===== config.mk =====
export PLATFORM = sky130hd
export DESIGN_NAME = if_stage
export DESIGN_NICKNAME = d
export VERILOG_FILES = /design/src/rtl/arm_pkg.sv /design/src/rtl/if_id_reg.sv /design/src/rtl/if_stage.sv
export SDC_FILE = /design/constraint.sdc
export NUM_CORES = 1
export LEC_CHECK = 0
export BUFFER_PORTS_ARGS = -buffer_cell sky130_fd_sc_hd__buf_2
export CORE_MARGIN = 4
export CORE_UTILIZATION = 40
export CTS_BUF_LIST = sky130_fd_sc_hd__clkbuf_8
export DETAILED_ROUTE_END_ITERATION = 16
export HOLD_SLACK_MARGIN = 0.12
export PLACE_DENSITY = 0.68
export RECOVER_POWER = 50
export SETUP_SLACK_MARGIN = 0.02
export SLEW_MARGIN = 30
export SYNTH_ARGS = -nofsm -noshare
export SYNTH_HDL_FRONTEND = slang
export SYNTH_SLANG_ARGS = --single-unit
export TNS_END_PERCENT = 50

===== constraint.sdc =====
create_clock -name clk -period 5.5 [get_ports clk]
set_input_delay 0.825 -clock clk [delete_from_list [all_inputs] [get_ports clk]]
set_output_delay 0.825 -clock clk [all_outputs]
set_load 0.02 [all_outputs]

===== src/rtl/arm_pkg.sv =====
// Shared definitions for the ARM pipeline front end.
//   - default datapath width and reset fetch address
//   - instruction-fetch state encoding
//   - NOP word that decode substitutes when IF/ID valid is low
package arm_pkg;

    localparam int unsigned BIT_NUMBER_DFLT = 32;
    localparam logic [31:0] RESET_PC_DFLT   = 32'h0000_0000;

    // Fetch state encoding
    localparam logic [0:0] FETCH = 1'b0;
    localparam logic [0:0] DROP  = 1'b1;

    // Sequential fetch increment (one 32-bit word)
    localparam int unsigned PC_STEP = 4;

    // MOV r0, r0 -- used by decode for bubbles
    localparam logic [31:0] NOP_INSTR = 32'hE1A0_0000;

endpackage


===== src/rtl/if_id_reg.sv =====
// Payload register with valid bit: used as the IF/ID pipeline register and
// as the one-entry fetch skid buffer.
//   clk_i    rising-edge clock
//   rst_ni   asynchronous active-low clear (payload and valid)
//   load_i   capture data_i and set valid
//   flush_i  clear valid, payload kept (has priority over load_i)
//   data_i   payload in
//   data_o   payload out
//   valid_o  payload is meaningful
module if_id_reg #(
    parameter int unsigned W = 64
) (
    input  logic         clk_i,
    input  logic         rst_ni,
    input  logic         load_i,
    input  logic         flush_i,
    input  logic [W-1:0] data_i,
    output logic [W-1:0] data_o,
    output logic         valid_o
);

    logic [W-1:0] data_q;
    logic         valid_q;

    // Flush only drops valid so a bubble keeps the old payload visible
    always_ff @(posedge clk_i or negedge rst_ni) begin
        if (!rst_ni) begin
            data_q  <= '0;
            valid_q <= 1'b0;
        end else if (flush_i) begin
            valid_q <= 1'b0;
        end else if (load_i) begin
            data_q  <= data_i;
            valid_q <= 1'b1;
        end
    end

    assign data_o  = data_q;
    assign valid_o = valid_q;

endmodule


===== src/rtl/if_stage.sv =====
// Instruction-fetch stage: owns the PC, issues single-outstanding requests to
// instruction memory, skids one word across decode freezes and drives IF/ID.
//   clk, rst            clock, asynchronous active-low reset
//   freeze              hazard stall: hold IF/ID and PC
//   branch_taken/addr   redirect from EXE (flushes, may drop an in-flight fetch)
//   imem_req/addr       read request, address stable while req is high
//   imem_ack/rdata      read response
//   instruction/pc_out  IF/ID payload (pc_out = fetch PC + 4)
//   valid               IF/ID holds a real instruction
module if_stage
    import arm_pkg::*;
#(
    parameter int unsigned           BIT_NUMBER = BIT_NUMBER_DFLT,
    parameter logic [BIT_NUMBER-1:0] RESET_PC   = BIT_NUMBER'(RESET_PC_DFLT)
) (
    input  logic                  clk,
    input  logic                  rst,
    input  logic                  freeze,
    input  logic                  branch_taken,
    input  logic [BIT_NUMBER-1:0] branch_addr,
    output logic                  imem_req,
    output logic [BIT_NUMBER-1:0] imem_addr,
    input  logic                  imem_ack,
    input  logic [BIT_NUMBER-1:0] imem_rdata,
    output logic [BIT_NUMBER-1:0] instruction,
    output logic [BIT_NUMBER-1:0] pc_out,
    output logic                  valid
);

    localparam int unsigned PAIR_W = 2 * BIT_NUMBER;

    logic [BIT_NUMBER-1:0] pc_q, pc_d;
    logic [BIT_NUMBER-1:0] target_q, target_d;
    logic [0:0]            state_q, state_d;
    logic [BIT_NUMBER-1:0] pc_plus4;

    logic              ack_ok;
    logic              fetch_ok;
    logic              hold_valid;
    logic [PAIR_W-1:0] fetch_word;
    logic [PAIR_W-1:0] hold_word;
    logic [PAIR_W-1:0] ifid_d;
    logic [PAIR_W-1:0] ifid_word;
    logic              skid_load, skid_flush;
    logic              ifid_load, ifid_flush;

    assign pc_plus4   = pc_q + BIT_NUMBER'(PC_STEP);
    // Request whenever the skid is empty; stays up in DROP to retire the stale fetch
    assign imem_req   = rst & ~hold_valid;
    assign imem_addr  = pc_q;
    assign ack_ok     = imem_req & imem_ack;
    // A returned word that is actually kept
    assign fetch_ok   = ack_ok & (state_q == FETCH) & ~branch_taken;
    assign fetch_word = {imem_rdata, pc_plus4};

    // Skid buffer catches a word that lands while decode is frozen
    assign skid_load  = fetch_ok & freeze;
    assign skid_flush = branch_taken | (hold_valid & ~freeze);

    if_id_reg #(.W(PAIR_W)) u_skid (
        .clk_i   (clk),
        .rst_ni  (rst),
        .load_i  (skid_load),
        .flush_i (skid_flush),
        .data_i  (fetch_word),
        .data_o  (hold_word),
        .valid_o (hold_valid)
    );

    // IF/ID: drain skid first, else take the fresh word, else bubble
    assign ifid_d     = hold_valid ? hold_word : fetch_word;
    assign ifid_load  = ~freeze & (fetch_ok | hold_valid);
    assign ifid_flush = branch_taken | (state_q == DROP)
                      | (~freeze & ~fetch_ok & ~hold_valid);

    if_id_reg #(.W(PAIR_W)) u_if_id (
        .clk_i   (clk),
        .rst_ni  (rst),
        .load_i  (ifid_load),
        .flush_i (ifid_flush),
        .data_i  (ifid_d),
        .data_o  (ifid_word),
        .valid_o (valid)
    );

    assign instruction = ifid_word[PAIR_W-1:BIT_NUMBER];
    assign pc_out      = ifid_word[BIT_NUMBER-1:0];

    // PC / fetch-state next-state logic
    always_comb begin
        pc_d     = pc_q;
        target_d = target_q;
        state_d  = state_q;
        if (branch_taken) begin
            if (imem_req && !imem_ack) begin
                // Memory still owes us a word: park the target until it retires
                target_d = branch_addr;
                state_d  = DROP;
            end else begin
                pc_d    = branch_addr;
                state_d = FETCH;
            end
        end else if (state_q == DROP) begin
            if (ack_ok) begin
                pc_d    = target_q;
                state_d = FETCH;
            end
        end else if (fetch_ok) begin
            pc_d = pc_plus4;
        end
    end

    // PC / fetch-state registers
    always_ff @(posedge clk or negedge rst) begin
        if (!rst) begin
            pc_q     <= RESET_PC;
            target_q <= '0;
            state_q  <= FETCH;
        end else begin
            pc_q     <= pc_d;
            target_q <= target_d;
            state_q  <= state_d;
        end
    end

endmodule

==> qor.txt <==
CTS tree = built
vias in the first global route = 6,991
num rows = 55
cts hold-fix bufs = 0
Total GRT Usage = 18.9%
via count = 7,155
total power = 4.09 mW
Crit Path Class = reg -> reg
Synth top area share = 53.0%
leading cell types in the layout, fill and taps excluded = dfrtp_1 (194), o21ai_0 (112), clkbuf_1 (98)
Required @ worst endpoint = 5770 ps
worst relative slew slack = -30.6%
Achievable Freq = 262 MHz
critical path peak fanout = 87
Placed Area = 10,300 um^2
Initial DRC Count = 448
status = finished with violations
MaxCap Viol Count = 2
DRC violations left = 0
crit path launch type = flip-flop
Tcrit/Tclk final = 69.5%
Max Clock Skew = 15.7 ps
most common cell after layout, fill and taps aside = dfrtp_1
Inserted Diodes = 0
Initial Util = 40.7%
gpl congestion = 0.842
ys async rst share = 100%
wire length per cell = 18.6 um
register area share after synthesis = 53.0%
Post-DP HPWL = 16.5 mm
Via density = 5.51
flops & latches, synth = 195
Total Nets Final = 1,070
Post-Syn Instances = 870
Max Slew Vio Count = 122
Critical Path End Type = flip-flop
drt first pass iters = 5
maximum VDD drop = 0.156 mV
setup TNS = 0 ps
Pleak = 4.55 nW
CTS root buf = clkbuf_8
layout cell share with drive strength beyond 1 = 19.8%
Setup Buffers After CTS = 0
die area = 25,500 um^2
post-synth net total = 940
mapped cell area = 9200 um^2
worst slew pin tran = 1960 ps
clock latency on the worst-skew pair = 470 ps
clk slew on worst S/H paths = 110 ps
number of flops mapped to enable cells by yosys = 0
core area = 22,600 um^2
Mapped Avg Cell Area = 10.6 um^2
failing checks = max-capacitance violations, max-slew violations
largest net degree at the start of global routing = 88
Finished Cell Area = 10,500 um^2
WL final = 24.1 mm
Syn. warnings = 0
initial antenna violation count = 0
CTS Buffer Depth = 2
post-layout minimum cycle time = 3820 ps
PwrDens = 388 nW/um^2
clk sink count = 195
crit path DAT = 4090 ps
Non-Filler Instances = 1,298
final setup violation count = 0
height of the die = 160 um
CTS Buf Count = 17
Final Hold Viols = 0
Top FF cell, synth = dfrtp_1
grt ovf = 0
Synth area leaders = dfrtp_1 (53%), mux2_2 (9.3%), o21ai_0 (6.1%)
IO Count = 167
first-pass GRT wire length = 38.9 mm
dominant cell type by area after synthesis = dfrtp_1
Post-CTS Resized = 0
Placed Cells = 1,266
HP Class = in -> async
Netlist cell types = 57
Syn-to-layout area delta = 14.3%
RSZ-0062 raised after global routing = no
CTS HTree Levels = 4
input/output buffers = 166
Die W = 160 um
Detail Route Antenna Nets = 0
==> worst max-delay path, stage by stage, from the launching register on <==
cell and delay [ps]:
dfrtp_1 680, nor2_1 210, clkbuf_1 660, nand4_1 280, clkbuf_2 1080, nor3_1 640, a21oi_1 80
==> power breakdown <==
part	internal, mW	switching [mW]	total, mW	leakage (nW)
registers	1.80	0.268	2.07	2.41
clock network	0.420	0.538	0.959	0.178
logic	0.390	0.668	1.06	1.97
==> cell type report <==
cell class	count	area [um^2]
fill	2168	12100
sequential	195	4880
multi-input combinational	588	3990
timing repair buffer	178	822
tap	285	357
clock buffer	18	248
clock inverter	14	154
inverter	20	75.1
==> path summary, 6_finish.rpt <==
kind                              startpoint           endpoint  slack [ps]  cells after the start
setup / recovery                     state_q  u_skid.data_o[19]        1680                      6
hold / removal                           rst  u_skid.data_o[50]         350                      1
setup reg to reg                     state_q  u_skid.data_o[19]        1680                      6
hold reg to reg            u_skid.data_o[18]  u_skid.data_o[18]         480                      2
max in group asynchronous                rst  u_skid.data_o[39]        3100                      3
min in group clk           u_skid.data_o[18]  u_skid.data_o[18]         480                      2
==> synthesized netlist by cell type (all sizes together) (6+ instances only) <==
| cell type | instances |
|---|---|
| mux2 | 76 |
| o21ai | 116 |
| dfrtp | 195 |
| a221oi | 6 |
| o31a | 11 |
| a21oi | 40 |
| mux2i | 44 |
| and3 | 24 |
| o22ai | 9 |
| nand2 | 94 |
| nor2 | 24 |
| clkbuf | 54 |
| nor3 | 18 |
| nand3 | 15 |
| a22oi | 12 |
| nand4 | 13 |
| nor4 | 8 |
| inv | 19 |
| xnor2 | 18 |
| buf | 13 |
==> registers in the layout, indices dropped and copies added (netlist names) <==
register	cells
imem_addr	32
u_if_id.data_o	64
state_q	1
u_if_id.valid_o	1
target_q	32
u_skid.valid_o	1
u_skid.data_o	64
==> per-stage QoR <==
step,utilization [%],hold WS [ps],setup slack [ps]
finish,46.5,353,1680
global route,46.5,389,1420
CTS,47.1,370,2490
global placement,45.2,455,2070
floorplan,-,442,3110
detailed placement,45.3,463,1980
==> logic make-up after synthesis <==
group	share of synthesized area, %
AO/OA/AOI/OAI	14.9
XOR/XNOR	2.09
adder cells (fa/ha/maj)	0.136
buffers and inverters	3.79
flip-flops	53.0
multiplexers	14.1
AND/OR/NAND/NOR	12.0
==> routing by layer <==
layer,track usage (%),part of all wire [%]
met1,27.0,46
met2,29.7,48
met3,2.79,4.3
met4,6.27,2.0
met5,0,0
(Power assumes the default switching activity.)
